<file path="src/rtl/uart_rx_frame.sv">
// 8N1 UART receiver: two-flop synchroniser, mid-bit start validation, centre sampling,
// stop-bit check, valid/ready byte output with framing-error and overrun pulses.
module uart_rx_frame #(
    parameter int CLK_FREQ = 100_000_000,
    parameter int BAUD     = 9600
) (
    input  logic       clk,
    input  logic       rst_n,
    input  logic       rx,
    output logic [7:0] rx_data,
    output logic       rx_valid,
    input  logic       rx_ready,
    output logic       frame_err,
    output logic       overrun,
    output logic       busy
);
    localparam int CLKS_PER_BIT = CLK_FREQ / BAUD;
    localparam int HALF_BIT     = CLKS_PER_BIT / 2;
    localparam int CW           = $clog2(CLKS_PER_BIT);
    localparam logic [CW-1:0] CNT_BIT_END  = CW'(CLKS_PER_BIT - 1);
    localparam logic [CW-1:0] CNT_HALF_END = CW'(HALF_BIT - 1);

    typedef enum logic [2:0] {
        S_IDLE,
        S_START,
        S_DATA,
        S_STOP,
        S_BREAK
    } state_t;

    state_t         state_q, state_d;
    logic [CW-1:0]  cnt_q;
    logic [2:0]     idx_q;
    logic [7:0]     shreg_q;
    logic           rx_meta, rx_s;
    logic           shift_en, frame_done, stop_bad;

    // NOTE: sequential state uses non-blocking assignments so every flop samples pre-edge values.
    always_ff @(posedge clk or negedge rst_n) begin
        if (!rst_n) begin
            rx_meta <= 1'b1;
            rx_s    <= 1'b1;
        end else begin
            rx_meta <= rx;
            rx_s    <= rx_meta;
        end
    end

    // NOTE: every always_comb output gets a default first so no path can infer a latch.
    always_comb begin
        state_d    = state_q;
        shift_en   = 1'b0;
        frame_done = 1'b0;
        stop_bad   = 1'b0;
        case (state_q)
            S_IDLE:  if (!rx_s) state_d = S_START;
            S_START: if (cnt_q == CNT_HALF_END) state_d = rx_s ? S_IDLE : S_DATA;
            S_DATA: begin
                if (cnt_q == CNT_BIT_END) begin
                    shift_en = 1'b1;
                    if (idx_q == 3'd7) state_d = S_STOP;
                end
            end
            S_STOP: begin
                if (cnt_q == CNT_BIT_END) begin
                    if (rx_s) begin
                        frame_done = 1'b1;
                        state_d    = S_IDLE;
                    end else begin
                        stop_bad = 1'b1;
                        state_d  = S_BREAK;
                    end
                end
            end
            // A held-low line after a bad stop bit must return high before a new start is armed.
            S_BREAK: if (rx_s) state_d = S_IDLE;
            default: state_d = S_IDLE;
        endcase
    end

    // NOTE: the shift register is reset with the rest of the datapath so a reset never exposes stale bits.
    always_ff @(posedge clk or negedge rst_n) begin
        if (!rst_n) begin
            state_q <= S_IDLE;
            cnt_q   <= '0;
            idx_q   <= 3'd0;
            shreg_q <= 8'h00;
        end else begin
            state_q <= state_d;
            if (state_d != state_q || cnt_q == CNT_BIT_END || state_q == S_IDLE || state_q == S_BREAK)
                cnt_q <= '0;
            else
                cnt_q <= cnt_q + CW'(1);
            if (state_q == S_IDLE)
                idx_q <= 3'd0;
            else if (shift_en)
                idx_q <= idx_q + 3'd1;
            if (shift_en)
                shreg_q[idx_q] <= rx_s;
        end
    end

    // A completed frame replaces the held byte only if that byte is consumed on the same edge.
    always_ff @(posedge clk or negedge rst_n) begin
        if (!rst_n) begin
            rx_data   <= 8'h00;
            rx_valid  <= 1'b0;
            frame_err <= 1'b0;
            overrun   <= 1'b0;
        end else begin
            frame_err <= stop_bad;
            overrun   <= frame_done && rx_valid && !rx_ready;
            if (frame_done && (!rx_valid || rx_ready)) begin
                rx_data  <= shreg_q;
                rx_valid <= 1'b1;
            end else if (rx_valid && rx_ready) begin
                rx_valid <= 1'b0;
            end
        end
    end

    assign busy = (state_q != S_IDLE);

endmodule

</file>
<file path="config.mk">
export PLATFORM = sky130hd
export DESIGN_NAME = uart_rx_frame
export DESIGN_NICKNAME = d
export VERILOG_FILES = /design/src/rtl/uart_rx_frame.sv
export SDC_FILE = /design/constraint.sdc
export NUM_CORES = 1
export LEC_CHECK = 0
export ABC_CLOCK_PERIOD_IN_PS = 5900
export CORE_MARGIN = 8
export CORE_UTILIZATION = 43
export DETAILED_ROUTE_END_ITERATION = 10
export HOLD_SLACK_MARGIN = 0.06
export SKIP_CTS_REPAIR_TIMING = 1
export SYNTH_ARGS = -nofsm -noshare
export SYNTH_HDL_FRONTEND = slang
export SYNTH_SLANG_ARGS = --single-unit
export TNS_END_PERCENT = 1
</file>
<file path="constraint.sdc">
create_clock -name clk -period 5.9 [get_ports clk]
set_input_delay 1.18 -clock clk [delete_from_list [all_inputs] [get_ports clk]]
set_output_delay 1.18 -clock clk [all_outputs]
set_load 0.02 [all_outputs]
</file>
==> run_results.csv, run 1 <==
group,metric,value,unit
floorplanning,design.die.area,7290,um2
clocking,clock_latency,0.29,ns
clocking,clk_pin_slew,0.08,ns
yosys,syn_inst,178,
timing,worst_slew_pin_slew,0.911,ns
power,peakVddDrop,90.9,uV
yosys,synth-seq-area-share,49.7,%
placed_design,dp.cells,240,
final_layout,final_common_cell,"dfrtp_1",
clocking,root_buffer,"clkbuf_8",
floorplanning,io_pins,16,
power,power.density,217,nW/um2
floorplanning,fp.dieW,85.4,um
routing,post_drt_via_cell_ratio,5.64,
worst_setup_path,worstSetupPathType,"register to output pin",
routing,vias,1399,
worst_setup_path,crit_fanout,13,
yosys,synth-edff-count,0,
timing,fmaxAchievable,0.342,GHz
final_layout,antenna_cells,0,
placed_design,post_dp_cell_area,2240,um2
routing,drc_errors,0,
worst_setup_path,critical_path_required,4.72,ns
worst_setup_path,worstSetupStartpointType,"register",
routing,drtPass1Iterations,4,
clocking,cts-buffers-inserted,5,
status,outcome,"complete, no violations",
routing,postRouteAntennaNets,0,
yosys,ys_warn_count,0,
global_routing,grt_remaining_overflow,0,
yosys,synthFlopType,"dfrtp_1",
clocking,numClockSinks,41,
placed_design,dp_hpwl,2.88,mm
timing,final_hold_viol_count,0,
global_routing,track_usage,12.2,%
yosys,synth_compound_area_share,7.08,%
final_layout,final_cell_mix,"39 x dfrtp_1, 25 x nor2_1, 16 x mux2_2, 14 x clkdlybuf4s50_1",
yosys,async_reset_ff_share,100,%
clocking,htreeDepth,2,
yosys,synth_top_family_by_area,"simple AND/OR/NAND/NOR gates",
worst_setup_path,arrival,1.74,ns
yosys,avgSynthCellArea,11.6,um2
timing,fin_crit,2.92,ns
hold_path,hp-class,"register to register",
yosys,synth_xor_area_share,4.66,%
timing,rsz0062_at_grt,"false",
placed_design,port_buffers,15,
floorplanning,rows,25,
timing,relSlewSlack,39.3,%
floorplanning,placeableCoreArea,4690,um2
routing,routed_wl,4.05,mm
global_routing,grt_pass1_wl,7.12,mm
final_layout,post-route-util,50.1,%
final_layout,fin_area,2350,um2
yosys,ys_ff_latch,41,
clocking,cts_buffer_depth,2,
final_layout,syn2layout_area_growth,13.7,%
final_layout,finalNonFillerCells,248,
floorplanning,initial_core_util,44.1,%
global_routing,grt_pass1_vias,1471,
yosys,syn-num-nets,185,
placed_design,place_congestion,0.789,
final_layout,drive_above_1_share,21.6,%
timing,tns,0,ns
timing,setup_viol,0,
worst_setup_path,cp-end-kind,"output pin",
global_routing,grt_max_degree,42,
yosys,yosysUniqueCellTypes,43,
yosys,synthSimpleGateAreaFrac,25.2,%
global_routing,antenna_found_initial,0,
routing,drtIter0Drc,123,
yosys,synthAdderAreaFrac,1.81,%
yosys,netlist_area,2070,um2
timing,skew,0.00663,ns
power,p_leak,1.06,nW
flow_run,max-cap-violations,0,
yosys,muxShareOfSynthArea,9.20,%
floorplanning,die_h,85.4,um
clocking,cts_tree,"built",
routing,routedWlPerCell,16.3,um
timing,min_period_over_period,49.5,%
timing,hold_ws,0.360,ns
timing,slew_viol_final,0,
final_layout,fin_nets,200,
[sequential cells by signal (all words and copies together) (netlist names)]
| register | count |
|---|---|
| frame_err | 1 |
| rx_s | 1 |
| overrun | 1 |
| rx_data | 8 |
| rx_meta | 1 |
| idx_q | 3 |
| rx_valid | 1 |
| shreg_q | 8 |
| state_q | 3 |
| cnt_q | 14 |
[where the power goes]
group / switching (mW) / internal, mW
clock network: 0.0922 / 0.125
registers: 0.00164 / 0.282
logic: 0.00617 / 0.00174
[synthesized netlist by cell type, types with 4 or more instances]
cell type | instances | share of area, %
nor3_1 | 6 | 1.5
xnor2_1 | 6 | 2.5
a21oi_1 | 4 | 0.97
dfrtp_1 | 39 | 47
nor2_1 | 25 | 4.5
mux2_2 | 16 | 8.7
xor2_1 | 5 | 2.1
nand2_1 | 8 | 1.5
nand3_1 | 8 | 1.9
[area by class of cell]
class | instances | area [um2]
tap | 54 | 67.6
timing repair buffer | 15 | 145
fill | 405 | 2340
clock inverter | 2 | 35.0
sequential | 41 | 1030
clock buffer | 6 | 72.6
inverter | 3 | 11.3
multi-input combinational | 127 | 991
[kinds of logic (layout without fill, tap and decap cells)]
kind of cell / count (synthesis) / count (layout)
and+or+nand+nor: 79 / 79
AOI/OAI and AO/OA: 17 / 17
buffers and inverters: 10 / 26
muxes: 17 / 17
adders and majority gates: 3 / 3
DFF: 41 / 41
xor gates and xnor gates: 11 / 11
[final timing paths]
| path | from | end | slack, ns | depth (start not counted) |
|---|---|---|---|---|
| worst max register to register | cnt_q[0] | shreg_q[6] | 3.68 | 6 |
| min in group asynchronous | rst_n | cnt_q[5] | 1.02 | 1 |
| worst min register to register | rx_meta | rx_s | 0.36 | 0 |
| worst max-delay path | state_q[1] | busy | 2.98 | 2 |
| max in group asynchronous | rst_n | cnt_q[9] | 4.31 | 1 |
| worst min-delay path | rx_meta | rx_s | 0.36 | 0 |
[layer usage]
layer / track usage [%] / vias to the layer above / part of all wire (%)
met4: 5.57 / 0 / 1.6
met1: 14.9 / 694 / 46
met3: 3.96 / 7 / 6.2
met5: 0 / - / 0
met2: 19.2 / 31 / 46
li1: - / 667 / -
[metrics by stage]
| stage | setup WS (ns) | total power [mW] |
|---|---|---|
| 5_1_grt | 2.90 | 0.534 |
| 6_report | 2.98 | 0.509 |
| 3_5_place_dp | 3.15 | 0.298 |
| 3_3_place_gp | 3.18 | 0.297 |
| 4_1_cts | 2.97 | 0.520 |
| 2_1_floorplan | 3.71 | 0.290 |
[worst max-delay path, cell delays in order, from the launching register on]
cell and delay (ns):
dfrtp_1 0.54, or3_1 0.36, clkdlybuf4s50_1 0.54
Note: power is estimated with default switching activity, not from simulation.
==> run 2: changes to the inputs <==
- ABC_CLOCK_PERIOD_IN_PS: 5900 -> 2850
- clock period: 5.9 -> 2.85 ns (I/O delays scaled with it)
==> run 2 against run 1 <==
  * First-iteration DRC count is 46% lower
  * Sequential cell count stayed put
  * Sequential share of layout area is 0.21 points higher
  * Largest power group unchanged
==> run_results.csv, run 2 (synthesized netlist as in run 1, its figures left out) <==
group,metric,value,unit
status,outcome,"complete, no violations",
timing,final_hold_viol_count,0,
timing,tns,0,ns
placed_design,place_congestion,0.778,
floorplanning,rows,25,
hold_path,hold_depth,0,
clocking,cts-buffers-inserted,5,
worst_setup_path,worstSetupPathType,"register to output pin",
worst_setup_path,reg2reg_from,"state_q[1]",
worst_setup_path,cp-end-kind,"output pin",
global_routing,gr-usage-met1,15.2,%
timing,worst_slew_pin_slew,0.880,ns
hold_path,hold_start,"rx_meta",
global_routing,grt_remaining_overflow,0,
clocking,numClockSinks,41,
global_routing,top_usage_layer,"met2",
clocking,htreeDepth,2,
worst_setup_path,ff2ff_setup_slack,0.60,ns
worst_setup_path,path_buf_inv,1,
final_layout,drive_above_1_share,22.2,%
timing,slew_viol_final,0,
routing,drtIter0Drc,66,
clocking,cts_buffer_depth,2,
power,swShare,21.4,%
timing,rsz0062_at_grt,"false",
routing,postRouteAntennaNets,0,
power,power.density,426,nW/um2
routing,drc_errors,0,
timing,skew,0.00459,ns
worst_setup_path,worstSetupStartpointType,"register",
global_routing,grt_max_degree,42,
final_layout,fin_nets,200,
global_routing,grt_pass1_wl,7.04,mm
power,peakVddDrop,227,uV
final_layout,fillers,415,
placed_design,dp.cells,240,
worst_setup_path,critical_path_required,2.28,ns
placed_design,dp_hpwl,2.81,mm
worst_setup_path,critPathSlowestCell,"dfrtp_1",
power,pwr-share-comb,1.6,%
placed_design,dpl_worst_slack,0.640,ns
floorplanning,placeableCoreArea,4690,um2
final_layout,antenna_cells,0,
final_layout,finalNonFillerCells,248,
worst_setup_path,crit_fanout,13,
power,internal_power,784,uW
routing,routedWlPerCell,15.6,um
timing,setup_ws,0.535,ns
worst_setup_path,arrival,1.75,ns
global_routing,met2_usage,18.8,%
hold_path,hp-class,"register to register",
worst_setup_path,crit_chain,"or3_1 > clkdlybuf4s50_1",
timing,setup_viol,0,
routing,vias,1395,
floorplanning,fp.dieW,85.4,um
final_layout,largest_reg_flops,14,
final_layout,seqCellArea,1030,um2
flow_run,max-cap-violations,0,
final_layout,final_cell_mix,"39 x dfrtp_1, 25 x nor2_1, 16 x mux2_2, 14 x clkdlybuf4s50_1",
placed_design,port_buffers,15,
worst_setup_path,crit_family,"flip-flops",
final_layout,final_common_cell,"dfrtp_1",
clocking,clk_pin_slew,0.07,ns
power,p_leak,1.06,nW
floorplanning,io_pins,16,
floorplanning,initial_core_util,44.1,%
floorplanning,die_h,85.4,um
floorplanning,design.die.area,7290,um2
worst_setup_path,reg2reg_to,"rx_data[1]",
global_routing,antenna_found_initial,0,
worst_setup_path,crit_path_max_incr_delay,0.55,ns
clocking,root_buffer,"clkbuf_8",
global_routing,track_usage,12.1,%
final_layout,multi_input_area,991,um2
routing,drtPass1Iterations,6,
global_routing,grtUsageMet3,3.86,%
clocking,cts_tree,"built",
final_layout,regMostFlops,"cnt_q",
timing,hold_ws,0.357,ns
worst_setup_path,worstSetupStartpoint,"state_q[1]",
final_layout,syn2layout_area_growth,13.1,%
final_layout,reg_top3,"cnt_q (14), rx_data (8), shreg_q (8)",
timing,fin_crit,2.32,ns
hold_path,min_to,"rx_s",
timing,min_period_over_period,81.2,%
routing,routed_wl,3.88,mm
routing,post_drt_via_cell_ratio,5.63,
power,p_sw,213,uW
worst_setup_path,rr_worst_depth,4,
power,seq_power_share,58.9,%
timing,relSlewSlack,41.3,%
global_routing,grt_pass1_vias,1442,
power,clkPwrFrac,39.5,%
clocking,clock_latency,0.29,ns
timing,fmaxAchievable,0.432,GHz
## run 2: cell count changes in the layout (fill, tap and decap cells not counted), sizes merged
cell,change
clkinv,+1
bufinv,-1
## run 2: power groups by stage
stage               Clock [mW]  Sequential (mW)  Combinational [mW]
floorplan                    0            0.596             0.00356
global placement             0            0.599              0.0168
detailed placement           0            0.599              0.0172
CTS                      0.411            0.587              0.0171
global route             0.434            0.588              0.0188
finish                   0.393            0.587              0.0159
## run 2: layer usage
metal,vias up,part of all wire [%]
met3,4,5.5
met1,694,47
met5,-,0
met2,32,46
li1,665,-
met4,0,0.88
## run 2: layout make-up
type / instances / area share [%]
clock buffers: 6 / 3.53
multi-input cells: 127 / 42.4
inverters: 3 / 0.481
clock inverters: 2 / 0.588
flip-flops and latches: 41 / 44.0
well taps: 54 / 2.89
repair buffers: 15 / 6.20
## run 2: worst reg2reg max path, delay by kind of cell (launching register included)
| kind | cells | cell delay, ns |
|---|---|---|
| flops | 1 | 0.62 |
| simple gates | 3 | 1.12 |
| mux | 1 | 0.39 |
## run 2: how the worst max path moves through the flow
stage	endpoint	slack, ns	cells after the start
after global routing	busy	0.47	2
after global placement	rx_data[5]	0.71	4
after detailed placement	rx_data[4]	0.64	4
after floorplan	shreg_q[6]	0.97	7
final	busy	0.53	2
after CTS	busy	0.54	2
## run 2: metrics by stage
stage	area (um2)	util, %	power [mW]
6_report	2340	49.9	0.996
5_1_grt	2340	49.9	1.04
4_1_cts	2340	49.9	1.02
3_5_place_dp	2240	47.8	0.616
3_3_place_gp	2240	47.8	0.616
2_1_floorplan	2070	-	0.600
==> variant, RTL diff (flow settings as in run 2) <==
`CLK_FREQ`: 100_000_000 -> 200_000_000.
--- a/src/rtl/uart_rx_frame.sv
+++ b/src/rtl/uart_rx_frame.sv
@@ -3,3 +3,3 @@
 module uart_rx_frame #(
-    parameter int CLK_FREQ = 100_000_000,
+    parameter int CLK_FREQ = 200_000_000,
     parameter int BAUD     = 9600
Check against the original RTL: same outputs for any inputs over 10 cycles, from zero or initial values and one cycle with rst_n low; that may be too few to reach the edited logic, so the function may still have changed.
==> variant against run 2 <==
First-iteration DRC count increased to 2.7 times the old value. Worst setup slack lost 0.19 ns. Design area down 1.6%. Synthesized area decreased by 0.36%. Combinational power shrank 8%. Wire length shrank 3.9%. Sequential cell count increased by 1. Power shrank 0.86%.
==> variant: results (changes against run 2) <==
Status: finished clean
Static Leak: 1.01 nW (-4.6%)
Top Registers: cnt_q x15, rx_data x8, shreg_q x8
Fill count: 396 (-4.6%)
Worst-Margin Slew: 0.908 ns (+0.0282 ns)
CP startpoint: cnt_q[2]
Dominant cells by area after synthesis: dfrtp_1, mux2_2, a21oi_1
Via count: 1,388 (-0.50%)
Post-DP Area: 0.00222 mm^2 (-1.0%)
Reg2reg path depth: 5 (+1)
GRT Resource Usage Total: 11.2% (-0.91 points)
Dpl hpwl: 2.57 mm (-8.5%)
Fin nets: 205 (+2.5%)
Syn_area_per_cell: 11.3 um^2 (-3.1%)
Global-route wire length before repair: 6.47 mm (-8.1%)
GPL Wtd Cong: 0.869 (+12%)
Sw Ratio: 21.9% (+0.57 points)
CP endpoint kind: flip-flop
Critical path peak fanout: 8 (-5)
Reg2reg setup slack: 0.34 ns (-0.26 ns)
Worst vdd ir: 0.262 mV (+15%)
Skew final: 0.00884 ns (+0.00425 ns)
Vias in the first global route: 1,340 (-7.1%)
Initial DRC Count: 179 (+170%)
Cells after DPL: 244 (+1.7%)
Layout cell share with drive strength beyond 1: 17.2% (-5.0 points)
Arr. time, crit path: 2.69 ns (+0.94 ns)
Post-Route WL: 3.73 mm (-3.9%)
==> variant: cell count changes after synthesis, moves of 4 or more <==
cell,change
a21oi_1,+9
buf_4,+5
mux2_1,+5
mux2_2,-5
nand2_1,+6
nand4_1,+4
nor2_1,-14
nor4_1,+5
==> variant: layout make-up <==
cell class,count,area (um^2),area share [%]
clock buffer,6,72.6,3.15
clock inverter,2,10.0,0.435
inverter,4,15.0,0.652
multi-input combinational,128,932,40.5
sequential,42,1050,45.7
tap,54,67.6,2.93
timing repair buffer,16,153,6.63
==> variant: power by group through the flow <==
| stage | clock network [mW] | logic (mW) | registers [mW] |
|---|---|---|---|
| 2_1_floorplan | 0 | 0.00203 | 0.611 |
| 4_1_cts | 0.386 | 0.0162 | 0.601 |
| 6_report | 0.372 | 0.0146 | 0.601 |
| 3_5_place_dp | 0 | 0.0161 | 0.613 |
| 3_3_place_gp | 0 | 0.0154 | 0.613 |
| 5_1_grt | 0.418 | 0.0177 | 0.602 |
==> variant: stage by stage <==
stage          setup WS [ns]  utilization (%)  total power, mW  hold slack (ns)
6_report               0.341             49.4            0.988            0.357
5_1_grt                0.172             49.4             1.04            0.373
4_1_cts                0.328             49.4             1.00            0.358
3_5_place_dp           0.341             47.7            0.629            0.347
3_3_place_gp           0.393             47.7            0.628            0.345
2_1_floorplan          0.527                -            0.613            0.274
==> variant: how the worst min path moves through the flow <==
| stage | endpoint | slack [ns] | cells past startpoint |
|---|---|---|---|
| global placement | rx_s | 0.35 | 0 |
| floorplan | cnt_q[0] | 0.27 | 0 |
| CTS | rx_s | 0.36 | 0 |
| detailed placement | rx_s | 0.35 | 0 |
| finish | rx_s | 0.36 | 0 |
| global route | rx_s | 0.37 | 0 |
==> variant: cell families after synthesis <==
group / Yosys count / synth area share (%)
flops: 42 / 51.1
simple gates: 75 / 22.5
xor+xnor: 13 / 5.53
compound gates: 19 / 5.59
mux: 17 / 9.23
fa+ha+maj: 4 / 2.43
buf+inv: 13 / 3.64
==> variant: per-layer routing <==
| layer | vias up | global-route usage [%] | wire, um |
|---|---|---|---|
| li1 | 673 | - | - |
| met4 | 0 | 4.85 | 67 |
| met5 | - | 0 | 0 |
| met3 | 7 | 4.25 | 244 |
| met1 | 671 | 14.5 | 1790 |
| met2 | 37 | 16.2 | 1620 |
==> variant: critical path: stages (launching register included) <==
cell and delay [ns]:
dfrtp_1 0.45, or4b_4 0.59, nor4_4 0.49, nand2_2 0.21
nor4b_2 0.30, mux2_1 0.35
